===== src/rtl/hazard_controller_pkg.sv =====
// Shared types for the pipeline hazard controller.
//   hz_state_t : sequencing FSM states
//   hz_ctrl_t  : the seven per-cycle pipeline register controls
//   HZ_X0      : architectural zero register index (never a real hazard source)
package hazard_controller_pkg;

  typedef enum logic [1:0] {
    RUN,
    LOAD_STALL,
    MEM_WAIT
  } hz_state_t;

  typedef struct packed {
    logic pc_stall;
    logic ifid_stall;
    logic ifid_flush;
    logic idex_stall;
    logic idex_flush;
    logic exmem_stall;
    logic memwb_flush;
  } hz_ctrl_t;

  localparam logic [4:0] HZ_X0 = 5'd0;

endpackage


===== src/rtl/sat_counter.sv =====
// Saturating up-counter used for the hazard performance counters.
//   clk, reset : clock and asynchronous active-high reset (clears count)
//   en         : count this cycle
//   count      : current value, sticks at all-ones instead of wrapping
module sat_counter #(
  parameter int unsigned CNT_W = 32
) (
  input  logic             clk,
  input  logic             reset,
  input  logic             en,
  output logic [CNT_W-1:0] count
);

  logic [CNT_W-1:0] count_q;

  always_ff @(posedge clk or posedge reset) begin
    if (reset) begin
      count_q <= '0;
    end else if (en && (count_q != '1)) begin
      count_q <= count_q + CNT_W'(1);
    end
  end

  assign count = count_q;

endmodule


===== src/rtl/hazard_controller.sv =====
// Pipeline sequencing controller for the 5-stage core: produces stall/flush controls for the
// PC and pipeline registers from load-use hazards, EX redirects and data-memory waits.
//   clk, reset                : clock, asynchronous active-high reset
//   id_rs1/rs2, id_uses_rs1/2 : source operands of the ID instruction
//   ex_mem_read, ex_rd        : EX instruction is a load, and its destination
//   ex_redirect               : taken branch / jump resolved in EX
//   mem_req, mem_ready        : data memory handshake of the MEM stage
//   *_stall, *_flush          : pipeline register controls for this cycle
//   stall_cycles              : saturating count of cycles with pc_stall
//   flush_events              : saturating count of redirect flushes
module hazard_controller
  import hazard_controller_pkg::*;
#(
  parameter int unsigned LOAD_BUBBLES = 1,
  parameter int unsigned CNT_W        = 32
) (
  input  logic             clk,
  input  logic             reset,
  input  logic [4:0]       id_rs1,
  input  logic [4:0]       id_rs2,
  input  logic             id_uses_rs1,
  input  logic             id_uses_rs2,
  input  logic             ex_mem_read,
  input  logic [4:0]       ex_rd,
  input  logic             ex_redirect,
  input  logic             mem_req,
  input  logic             mem_ready,
  output logic             pc_stall,
  output logic             ifid_stall,
  output logic             ifid_flush,
  output logic             idex_stall,
  output logic             idex_flush,
  output logic             exmem_stall,
  output logic             memwb_flush,
  output logic [CNT_W-1:0] stall_cycles,
  output logic [CNT_W-1:0] flush_events
);

  // Remaining bubbles to insert after the hazard-detect cycle.
  localparam logic [2:0] BubInit = 3'(LOAD_BUBBLES - 1);

  hz_state_t state_q, state_d;
  hz_state_t adv_state;
  logic [2:0] bub_q, bub_d;
  hz_ctrl_t  ctrl, ctrl_out;
  logic      mem_wait, load_use, redirect_taken;

  assign mem_wait = mem_req & ~mem_ready;
  assign load_use = ex_mem_read & (ex_rd != HZ_X0) &
                    ((id_uses_rs1 & (ex_rd == id_rs1)) | (id_uses_rs2 & (ex_rd == id_rs2)));

  always_ff @(posedge clk or posedge reset) begin
    if (reset) begin
      state_q <= RUN;
      bub_q   <= 3'd0;
    end else begin
      state_q <= state_d;
      bub_q   <= bub_d;
    end
  end

  always_comb begin
    ctrl           = '0;
    state_d        = RUN;
    bub_d          = bub_q;
    redirect_taken = 1'b0;
    // Leaving a memory wait picks up whatever was interrupted: pending bubbles or normal flow.
    adv_state      = state_q;
    if (state_q == MEM_WAIT) begin
      adv_state = (bub_q != 3'd0) ? LOAD_STALL : RUN;
    end

    if (mem_wait) begin
      // Freeze everything up to EX/MEM; drain a bubble into WB. Redirects wait for the memory.
      ctrl.pc_stall    = 1'b1;
      ctrl.ifid_stall  = 1'b1;
      ctrl.idex_stall  = 1'b1;
      ctrl.exmem_stall = 1'b1;
      ctrl.memwb_flush = 1'b1;
      state_d          = MEM_WAIT;
    end else if (ex_redirect) begin
      ctrl.ifid_flush = 1'b1;
      ctrl.idex_flush = 1'b1;
      redirect_taken  = 1'b1;
      bub_d           = 3'd0;
    end else if (adv_state == LOAD_STALL) begin
      ctrl.pc_stall   = 1'b1;
      ctrl.ifid_stall = 1'b1;
      ctrl.idex_flush = 1'b1;
      if (bub_q == 3'd1) begin
        bub_d = 3'd0;
      end else begin
        state_d = LOAD_STALL;
        bub_d   = bub_q - 3'd1;
      end
    end else if (load_use) begin
      ctrl.pc_stall   = 1'b1;
      ctrl.ifid_stall = 1'b1;
      ctrl.idex_flush = 1'b1;
      if (LOAD_BUBBLES > 1) begin
        state_d = LOAD_STALL;
        bub_d   = BubInit;
      end else begin
        bub_d = 3'd0;
      end
    end else begin
      bub_d = 3'd0;
    end
  end

  // While in reset the pipeline registers are held cleared and nothing is stalled.
  always_comb begin
    ctrl_out = ctrl;
    if (reset) begin
      ctrl_out             = '0;
      ctrl_out.ifid_flush  = 1'b1;
      ctrl_out.idex_flush  = 1'b1;
      ctrl_out.memwb_flush = 1'b1;
    end
  end

  assign pc_stall    = ctrl_out.pc_stall;
  assign ifid_stall  = ctrl_out.ifid_stall;
  assign ifid_flush  = ctrl_out.ifid_flush;
  assign idex_stall  = ctrl_out.idex_stall;
  assign idex_flush  = ctrl_out.idex_flush;
  assign exmem_stall = ctrl_out.exmem_stall;
  assign memwb_flush = ctrl_out.memwb_flush;

  sat_counter #(
    .CNT_W(CNT_W)
  ) u_stall_cnt (
    .clk  (clk),
    .reset(reset),
    .en   (ctrl.pc_stall),
    .count(stall_cycles)
  );

  sat_counter #(
    .CNT_W(CNT_W)
  ) u_flush_cnt (
    .clk  (clk),
    .reset(reset),
    .en   (redirect_taken),
    .count(flush_events)
  );

endmodule


===== config.mk =====
export PLATFORM = sky130hd
export DESIGN_NAME = hazard_controller
export DESIGN_NICKNAME = d
export VERILOG_FILES = /design/src/rtl/hazard_controller_pkg.sv /design/src/rtl/sat_counter.sv /design/src/rtl/hazard_controller.sv
export SDC_FILE = /design/constraint.sdc
export NUM_CORES = 1
export LEC_CHECK = 0
export ABC_AREA = 1
export CAP_MARGIN = 20
export CORE_AREA = 2 2 102 104
export CTS_BUF_LIST = sky130_fd_sc_hd__clkbuf_2 sky130_fd_sc_hd__clkbuf_4 sky130_fd_sc_hd__clkbuf_8
export DETAILED_ROUTE_END_ITERATION = 10
export DIE_AREA = 0 0 104 106
export GPL_ROUTABILITY_DRIVEN = 0
export GPL_TIMING_DRIVEN = 0
export PLACE_DENSITY = 0.74
export REMOVE_ABC_BUFFERS = 1
export SETUP_SLACK_MARGIN = 0.5
export SLEW_MARGIN = 15
export SYNTH_ARGS = -nofsm -noshare
export SYNTH_HDL_FRONTEND = slang
export SYNTH_SLANG_ARGS = --single-unit

===== constraint.sdc =====
create_clock -name clk -period 3.9 [get_ports clk]
set_input_delay 0.78 -clock clk [delete_from_list [all_inputs] [get_ports clk]]
set_output_delay 0.78 -clock clk [all_outputs]
set_load 0.005 [all_outputs]

# Word level (Yosys, flattened, before mapping)
# Cells that the tools add are included.
[word_totals] reg_bits=69 input_bits=23
[classes] addsub=3 n_eq_ne=7 muxes=22 bitwise_logic=7 reduce_logical=4
[op_table] op="$add 32x1->32 const B" n=2
[op_table] op="$ne 32x32->1 const B" n=2
[op_table] op="$mux 2" n=7
[op_table] op="$mux 1" n=11
[op_table] op="$eq 5x5->1" n=2
[op_table] op="$mux 3" n=3
[op_table] op="$mux 7" n=1
[op_table] op="$and 1x1->1" n=5
[op_table] op="$reduce_bool 5->1" n=1
[op_table] op="$eq 3x1->1 const B" n=1
[op_table] op="$reduce_bool 3->1" n=1
[op_table] op="$sub 3x1->3 const B" n=1
[op_table] op="$eq 2x1->1 const B" n=1
[op_table] op="$eq 2x2->1 const B" n=1
[op_table] op="$logic_and 1x1->1" n=2
[op_table] op="$not 1->1" n=1
[op_table] op="$or 1x1->1" n=1

# Longest topological paths before layout
# Gate-level depths: netlist of the first run.
[depth] ltp_word=9 ltp_mapped=13

# Modules after synthesis
# From an unflattened synthesis of the first run, not the netlist that was laid out.
[unflattened] cells_unflattened=824 hier_area_um2=5081.1
[modules_own_cells] module="sat_counter" instances=2 cells_per_inst=361 area_per_inst_um2=2257.2 seq_area_each_um2=800.8
[modules_own_cells] module="hazard_controller" instances=1 cells_per_inst=102 area_per_inst_um2=566.8 seq_area_each_um2=125.1

# Worst setup path before layout of the first run
# OpenSTA, ideal clock, no wires.
[synth_timing] path_kind="in2out" startpoint="in reset" endpoint="out idex_flush" arrival_time_ps=2857 t_required_ps=3120 path_slack_ps=263 cell_stages=3 n_path_buf=0 cell_sequence="inv_1 -> nand2_1 -> or2_2"
[synth_via] elab_chain_len=1
[synth_lines] item="from (decl)" line_no="hazard_controller.sv:18" rtl="input logic reset,"
[synth_lines] item="$mux 7" line_no="hazard_controller.sv:114" rtl="if (reset) begin"
[synth_lines] item="to (decl)" line_no="hazard_controller.sv:32" rtl="output logic idex_flush,"
# Every way passes these cells.

# Worst setup path in the final report of the first run
[layout_timing] startpoint="in ex_rd[0]" endpoint="out idex_flush"
[layout_via] elab_chain_len=9 elab_cells_between_ends=13 cone_classes="eq/ne: 2; mux: 5; bitwise: 5; reduce/logical: 1"
[layout_lines] item="from (decl)" line_no="hazard_controller.sv:24" rtl="input logic [4:0] ex_rd,"
[layout_lines] item="$eq 5x5->1" line_no="hazard_controller.sv:50" rtl="((id_uses_rs1 & (ex_rd == id_rs1)) | (id_uses_rs2 & (ex_rd == id_rs2)));"
[layout_lines] item="$and 1x1->1" line_no="hazard_controller.sv:50"
[layout_lines] item="$or 1x1->1" line_no="hazard_controller.sv:50"
[layout_lines] item="$and 1x1->1 *" line_no="hazard_controller.sv:49" rtl="assign load_use = ex_mem_read & (ex_rd != HZ_X0) &"
[layout_lines] item="$mux 1 *" line_no="hazard_controller.sv:96" rtl="end else if (load_use) begin"
[layout_lines] item="$mux 1 *" line_no="hazard_controller.sv:86" rtl="end else if (adv_state == LOAD_STALL) begin"
[layout_lines] item="$mux 1 *" line_no="hazard_controller.sv:81" rtl="end else if (ex_redirect) begin"
[layout_lines] item="$mux 1 *" line_no="hazard_controller.sv:73" rtl="if (mem_wait) begin"
[layout_lines] item="$mux 7 *" line_no="hazard_controller.sv:114"
# Every way passes the cells marked *; elsewhere a longest branch is shown, timed or not.

==> key figures, run 1 <==
Yosys
  – Netlist cell types: 34
  – Seq/Total Area, Yosys: 35.5%
  – Yosys warning total: 0
  – #FFs+latches synth: 69
  – Synth top area share: approximately 36%
  – Syn Std Cell Area: 4860 um^2
  – Syn_area_per_cell: approximately 7 um^2
  – Yosys top cell by area: dfrtp_1
  – Leading post-synthesis cells by cell area: dfrtp_1 36%, nand2_1 21%, nor2_1 5.7%
  – Post-Syn Instances: 700

Cells and area
  – Non-Filler Instances: around 940
  – Final nets: approximately 830
  – # fillers: between 900 and 1000
  – Share of cells above drive strength 1: 8.48%
  – Syn-to-layout area delta: 28.2%
  – Multi-input gate area in the final layout: 2710 um^2
  – Most frequent cells in the layout: 270 x nand2_1, 86 x clkdlybuf4s50_1, 73 x nor2_1, 69 x dfrtp_1, 58 x inv_1
  – Antenna cells: 0
  – Design Area, Final: approximately 6200 um^2
  – Reg area: 1730 um^2
  – Commonest non-fill, non-tap cell in the layout: nand2_1

Critical path
  – CP most frequent cell: clkdlybuf4s50_1
  – CP max-delay cell: clkdlybuf4s50_1
  – Crit Path Max Fanout: 4
  – Startpoint Class: input pin
  – Worst path required time: between 3 and 4 ns
  – Setup crit end kind: output port
  – Crit Path Class: input pin to output port
  – CP peak stage delay: 0.45 ns
  – Critical path arrival: 2.54 ns
  – Critical path cell sequence: clkdlybuf4s50_1, inv_2, nand4_1, o21ai_1, inv_1, nand2_4, a21oi_1, or2_2, clkdlybuf4s50_1

Global route
  – Grt peak-use layer: met2
  – Met3 Track Usage GR: 4.35%
  – Total Routing Usage GR: 24.4%
  – Largest net degree at the start of global routing: 38
  – Vias in the first global route: roughly 4700
  – Grt ovf: 0
  – Met2 Use GR: a little over two fifths
  – First-pass GRT wire length: 21800 um
  – Initial antenna violation count: 0
  – Met1 Use GR: 29.2%

CTS
  – Clk_lat worst skew: ~0.35 ns
  – Register clock-pin slew on the reported worst setup and hold paths: 0.09 ns
  – Cts bufs inserted: 9
  – CTS tree: yes
  – CTS Sinks: 69
  – Cts hold-fix bufs: 0
  – Root buf cell: clkbuf_8
  – Clock buffer depth: 2
  – H-Tree Depth: 3

Timing
  – Slew @ Worst Pin: 0.593 ns
  – Max_slew headroom: 60.3%
  – Fin crit share: a little under nine tenths
  – RSZ-0062 raised after global routing: no
  – Post-route minimum period: 3.32 ns
  – Max Slew Vio Count: 0
  – Total negative slack: 0 ns
  – Hold Vio Cnt, Final: 0
  – Final setup fails: 0
  – Clk_skew: ~0.014 ns
  – WHS: ~0.5 ns
  – Fmax: 0.301 GHz

Route
  – Detail Route Antenna Nets: 0
  – Wirelength, routed: 13600 um
  – DR pass1 iterations: 7
  – Drc violations: 0
  – DR vias: 4954
  – Vias per inst: about 5.3
  – Drt wl/cell: 14.5 um
  – Initial DRC count: 239

Power and ir drop
  – Leakage power: between 2 and 3 nW
  – Peak supply drop: 0.000233 V
  – PnR Total Power: 0.00196 W
  – Pwr per Cell Area: 315 nW/um^2

Placement
  – Port bufs: 93
  – Cell Area, Placed: 5800 um^2
  – DPL Wire Length: 9160 um
  – DP Cell Count: about 910

Worst hold path
  – Hold crit path type: input pin to asynchronous set/reset pin

Die
  – Initial Utilization: between 40 and 50%
  – FP Rows: 37
  – IO Pins: 94
  – DIE HEIGHT: 106 um
  – Core ar.: 10000 um^2
  – Die area: 11000 um^2
  – Die Wd: 104 um

Job
  – Total of max-cap violations: 0

Run status
  – Outcome: finished, final reports clean
[power breakdown]
group / switching (W) / internal [W] / leakage [nW] / total [W]
clock network: 0.000310 / 0.000317 / 0.0955 / 0.000627
registers: 0.0000993 / 0.000779 / 0.942 / 0.000878
logic: 0.000224 / 0.000234 / 1.86 / 0.000459
total: 0.000633 / 0.00133 / 2.89 / 0.00196
[cell families after synthesis]
logic type / Yosys count / share of synthesized area (%)
xor+xnor: 47 / 8.63
buf+inv: 90 / 9.69
compound gates: 26 / 2.81
flops: 69 / 35.5
fa+ha+maj: 5 / 1.29
simple gates: 463 / 42.0
[through the flow]
step / util [%] / setup WS [ns]
after floorplan: - / 0.263
after global placement: 57.5 / -1.21
after detailed placement: 58.0 / -0.0828
after CTS: 61.7 / 0.502
after global routing: 62.3 / 0.501
final: 62.3 / 0.580
[cells in the mapped netlist, drive strengths merged]
cell type and instances:
a21oi 3, and2 1, buf 16, clkbuf 4
dfrtp 69, ha 5, inv 70, nand2 276
nand3 29, nand3b 6, nand4 40, nor2 84
nor3 25, nor4 1, o21ai 21, o22ai 2
or2 1, xnor2 18, xor2 29
[critical path, delay by kind of cell]
kind / cells / cell delay (ns)
compound gates: 2 / 0.23
buf+inv: 4 / 1.07
simple gates: 3 / 0.45
[sequential cells by signal (all words and copies together), names as in the netlist]
signal             flops
state_q                2
u_flush_cnt.count     32
u_stall_cnt.count     32
bub_q                  3
[what timing repair did]
item,in CTS,in global routing
gates cloned,3,2
buffers inserted,3,3
pin swaps,1,3
setup endpoints to repair,4,3
resized for setup,16,10
[final cells by class]
class | instances | area share, %
clock buffers | 10 | 2.21
clock inverters | 6 | 1.13
inverters | 70 | 5.06
multi-input cells | 542 | 43.6
flip-flops and latches | 69 | 27.7
well taps | 136 | 2.73
repair buffers | 102 | 17.2
repair inverters | 3 | 0.422
[path summary, 6_finish.rpt]
kind | slack [ns] | cells past startpoint | from | endpoint
min in group clk | 0.53 | 1 | bub_q[0] | bub_q[0]
hold / removal | 0.50 | 2 | reset | u_stall_cnt.count[22]
max in group asynchronous | 2.83 | 3 | reset | u_flush_cnt.count[5]
hold reg to reg | 0.53 | 1 | bub_q[0] | bub_q[0]
setup / recovery | 0.58 | 9 | ex_rd[0] | idex_flush
setup reg to reg | 1.58 | 9 | u_stall_cnt.count[0] | u_stall_cnt.count[17]
[routing by layer]
layer	part of all wire [%]	vias to the layer above
li1	-	2418
met5	0	-
met1	40	2289
met2	50	213
met3	6.8	34
met4	2.7	0
(Power assumes the default switching activity.)
==> run 2, diff against run 1 <==
--- a/config.mk
+++ b/config.mk
@@ -6,13 +6,11 @@
 export NUM_CORES = 1
 export LEC_CHECK = 0
 export ABC_AREA = 1
-export CAP_MARGIN = 20
 export CORE_AREA = 2 2 102 104
 export CTS_BUF_LIST = sky130_fd_sc_hd__clkbuf_2 sky130_fd_sc_hd__clkbuf_4 sky130_fd_sc_hd__clkbuf_8
 export DETAILED_ROUTE_END_ITERATION = 10
 export DIE_AREA = 0 0 104 106
 export GPL_ROUTABILITY_DRIVEN = 0
-export GPL_TIMING_DRIVEN = 0
 export PLACE_DENSITY = 0.74
 export REMOVE_ABC_BUFFERS = 1
 export SETUP_SLACK_MARGIN = 0.5
==> key figures, run 2 (same netlist as run 1, synthesis figures left out) <==
Timing
  – WHS: 0.538 ns (was 0.499 ns)
  – Max_slew headroom: 63.8% (was 60.3%)
  – Final setup fails: 0 (unchanged)
  – Fmax: 0.310 GHz (was 0.301 GHz)
  – Slew @ Worst Pin: 0.539 ns (was 0.593 ns)
  – RSZ-0062 raised after global routing: no (unchanged)
  – Post-route minimum period: 3.22 ns (was 3.32 ns)
  – Max Slew Vio Count: 0 (unchanged)
  – Total negative slack: 0 ns (unchanged)
  – Clk_skew: 0.00719 ns (was 0.0139 ns)
  – Fin crit share: 82.6% (was 85.1%)
  – Hold Vio Cnt, Final: 0 (unchanged)

Cells and area
  – Non-Filler Instances: 930 (was 938)
  – Syn-to-layout area delta: 24.2% (was 28.2%)
  – Final nets: 817 (was 825)
  – Commonest non-fill, non-tap cell in the layout: nand2_1 (unchanged)
  – Antenna cells: 0 (unchanged)
  – Share of cells above drive strength 1: 7.30% (was 8.48%)
  – Design Area, Final: 6030 um^2 (was 6230 um^2)
  – Most frequent cells in the layout: 272 x nand2_1, 88 x clkdlybuf4s50_1, 74 x nor2_1, 69 x dfrtp_1, 58 x inv_1 (was 270 x nand2_1, 86 x clkdlybuf4s50_1, 73 x nor2_1, 69 x dfrtp_1, 58 x inv_1)
  – # fillers: 934 (unchanged)

Placement
  – Port bufs: 93 (unchanged)
  – Cell Area, Placed: 5790 um^2 (was 5800 um^2)
  – DPL Wire Length: 9560 um (was 9160 um)
  – DP Cell Count: 914 (was 911)

CTS
  – Clock buffer depth: 2 (unchanged)
  – Clk_lat worst skew: 0.35 ns (about the same)
  – Setup Buffers After CTS: 0 (was 3)
  – Cts bufs inserted: 9 (unchanged)
  – Register clock-pin slew on the reported worst setup and hold paths: 0.08 ns (was 0.09 ns)
  – Root buf cell: clkbuf_8 (unchanged)
  – CTS Sinks: 69 (unchanged)
  – Cts hold-fix bufs: 0 (unchanged)
  – H-Tree Depth: 3 (unchanged)
  – CTS tree: yes (unchanged)

Global route
  – First-pass GRT wire length: 21200 um (was 21800 um)
  – Total Routing Usage GR: 23.6% (was 24.4%)
  – Largest net degree at the start of global routing: 43 (was 38)
  – Vias in the first global route: 4565 (was 4734)
  – Grt ovf: 0 (unchanged)
  – Initial antenna violation count: 0 (unchanged)

Power and ir drop
  – Psw: 0.000613 W (was 0.000633 W)
  – Internal power: 0.00133 W (about the same)
  – Peak supply drop: 0.000212 V (was 0.000233 V)
  – Leakage power: 2.77 nW (was 2.89 nW)
  – Logic gate share of total power: 22.4% (was 23.3%)
  – PnR Total Power: 0.00194 W (was 0.00196 W)
  – Pwr per Cell Area: 321 nW/um^2 (was 315 nW/um^2)
  – Sequential share of power: 45.5% (was 44.7%)
  – Clk pwr share: 32.1% (was 31.9%)
  – Sw frac: 31.6% (was 32.2%)

Worst hold path
  – Hold path start: bub_q[0]
  – Hold path cells: 1
  – Hold crit path type: register to register (was input pin to asynchronous set/reset pin)

Route
  – Wirelength, routed: 12800 um (was 13600 um)
  – DR pass1 iterations: 4 (was 7)
  – Initial DRC count: 247 (was 239)
  – Drc violations: 0 (unchanged)
  – Vias per inst: 5.26 (was 5.28)
  – Drt wl/cell: 13.8 um (was 14.5 um)
  – DR vias: 4889 (was 4954)
  – Detail Route Antenna Nets: 0 (unchanged)

Critical path
  – Startpoint Class: input pin (unchanged)
  – Worst reg-to-reg path cell count: 9 (unchanged)
  – Critical path arrival: 2.44 ns (was 2.54 ns)
  – Worst path required time: 3.12 ns (about the same)
  – Setup crit end kind: output port (unchanged)
  – Crit path from: id_rs2[3] (was ex_rd[0])
  – Crit Path Max Fanout: 2 (was 4)
  – Reg-to-reg critical path startpoint: u_stall_cnt.count[0] (unchanged)
  – Crit Path Class: input pin to output port (unchanged)

Die
  – Die area: 11000 um^2 (unchanged)
  – DIE HEIGHT: 106 um (unchanged)
  – IO Pins: 94 (unchanged)
  – FP Rows: 37 (unchanged)
  – Initial Utilization: 48.6% (unchanged)
  – Core ar.: 10000 um^2 (unchanged)
  – Die Wd: 104 um (unchanged)

Run status
  – Outcome: finished, final reports clean (unchanged)

Job
  – Total of max-cap violations: 0 (unchanged)
==> run 2: changes by cell type in the layout (fill, tap and decap cells not counted), moves of 2 or more <==
cell             change
bufinv_16            -2
clkdlybuf4s50_1      +2
dlymetal6s2s_1       -2
inv_2                +2
inv_6                -5
nand2_1              +2
==> run 2: path summary, 6_finish.rpt <==
check                                        endpoint  slack (ns)
max in group asynchronous        u_stall_cnt.count[8]        2.53
worst max register to register  u_stall_cnt.count[14]        1.59
worst min register to register               bub_q[0]        0.54
min in group asynchronous        u_flush_cnt.count[8]        0.94
worst max-delay path                         pc_stall        0.68
worst min-delay path                         bub_q[0]        0.54
==> run 2: stage by stage <==
| step | utilization (%) | setup slack (ns) |
|---|---|---|
| floorplan | - | 0.263 |
| global placement | 57.9 | 0.527 |
| detailed placement | 57.9 | 0.498 |
| CTS | 60.0 | 0.532 |
| global route | 60.3 | 0.505 |
| finish | 60.3 | 0.677 |
==> run 2: power by group through the flow <==
| stage | clock network, W | registers (W) | logic (W) |
|---|---|---|---|
| CTS | 0.000633 | 0.000881 | 0.000436 |
| finish | 0.000622 | 0.000882 | 0.000434 |
| global route | 0.000669 | 0.000893 | 0.000477 |
| global placement | 0 | 0.000886 | 0.000418 |
| floorplan | 0 | 0.000874 | 0.000206 |
| detailed placement | 0 | 0.000893 | 0.000432 |
==> run 2: worst max-delay path: stages <==
cell and delay [ns]:
clkdlybuf4s50_1 0.48, inv_1 0.05, nand2_1 0.05, nand2_1 0.05, nor2_1 0.10, nand3_1 0.08, nand2_1 0.07, nand2_1 0.07
nand3_2 0.10, nand3_4 0.08, inv_2 0.06, clkdlybuf4s50_1 0.48
==> run 2: cell type report <==
type	instances	area [um^2]	share of cell area [%]
multi-input cells	541	2680	44.5
flip-flops and latches	69	1730	28.6
repair buffers	98	981	16.3
inverters	70	263	4.36
well taps	136	170	2.82
clock buffers	11	151	2.51
clock inverters	5	58.8	0.975
==> run 2: routing by layer <==
metal	up-vias	global-route usage [%]	part of all wire (%)	routed length, um
met5	-	0	0	0
met4	0	9.85	2.5	320
met3	25	3.92	5.3	677
met2	173	41.9	50	6440
met1	2290	28.5	42	5390
li1	2401	-	-	-
==> run 2: repair_timing <==
item                                    4_1_cts  5_1_grt
endpoints found under the setup margin        2        3
pin swaps                                     0        1
gates resized for setup                       1       13
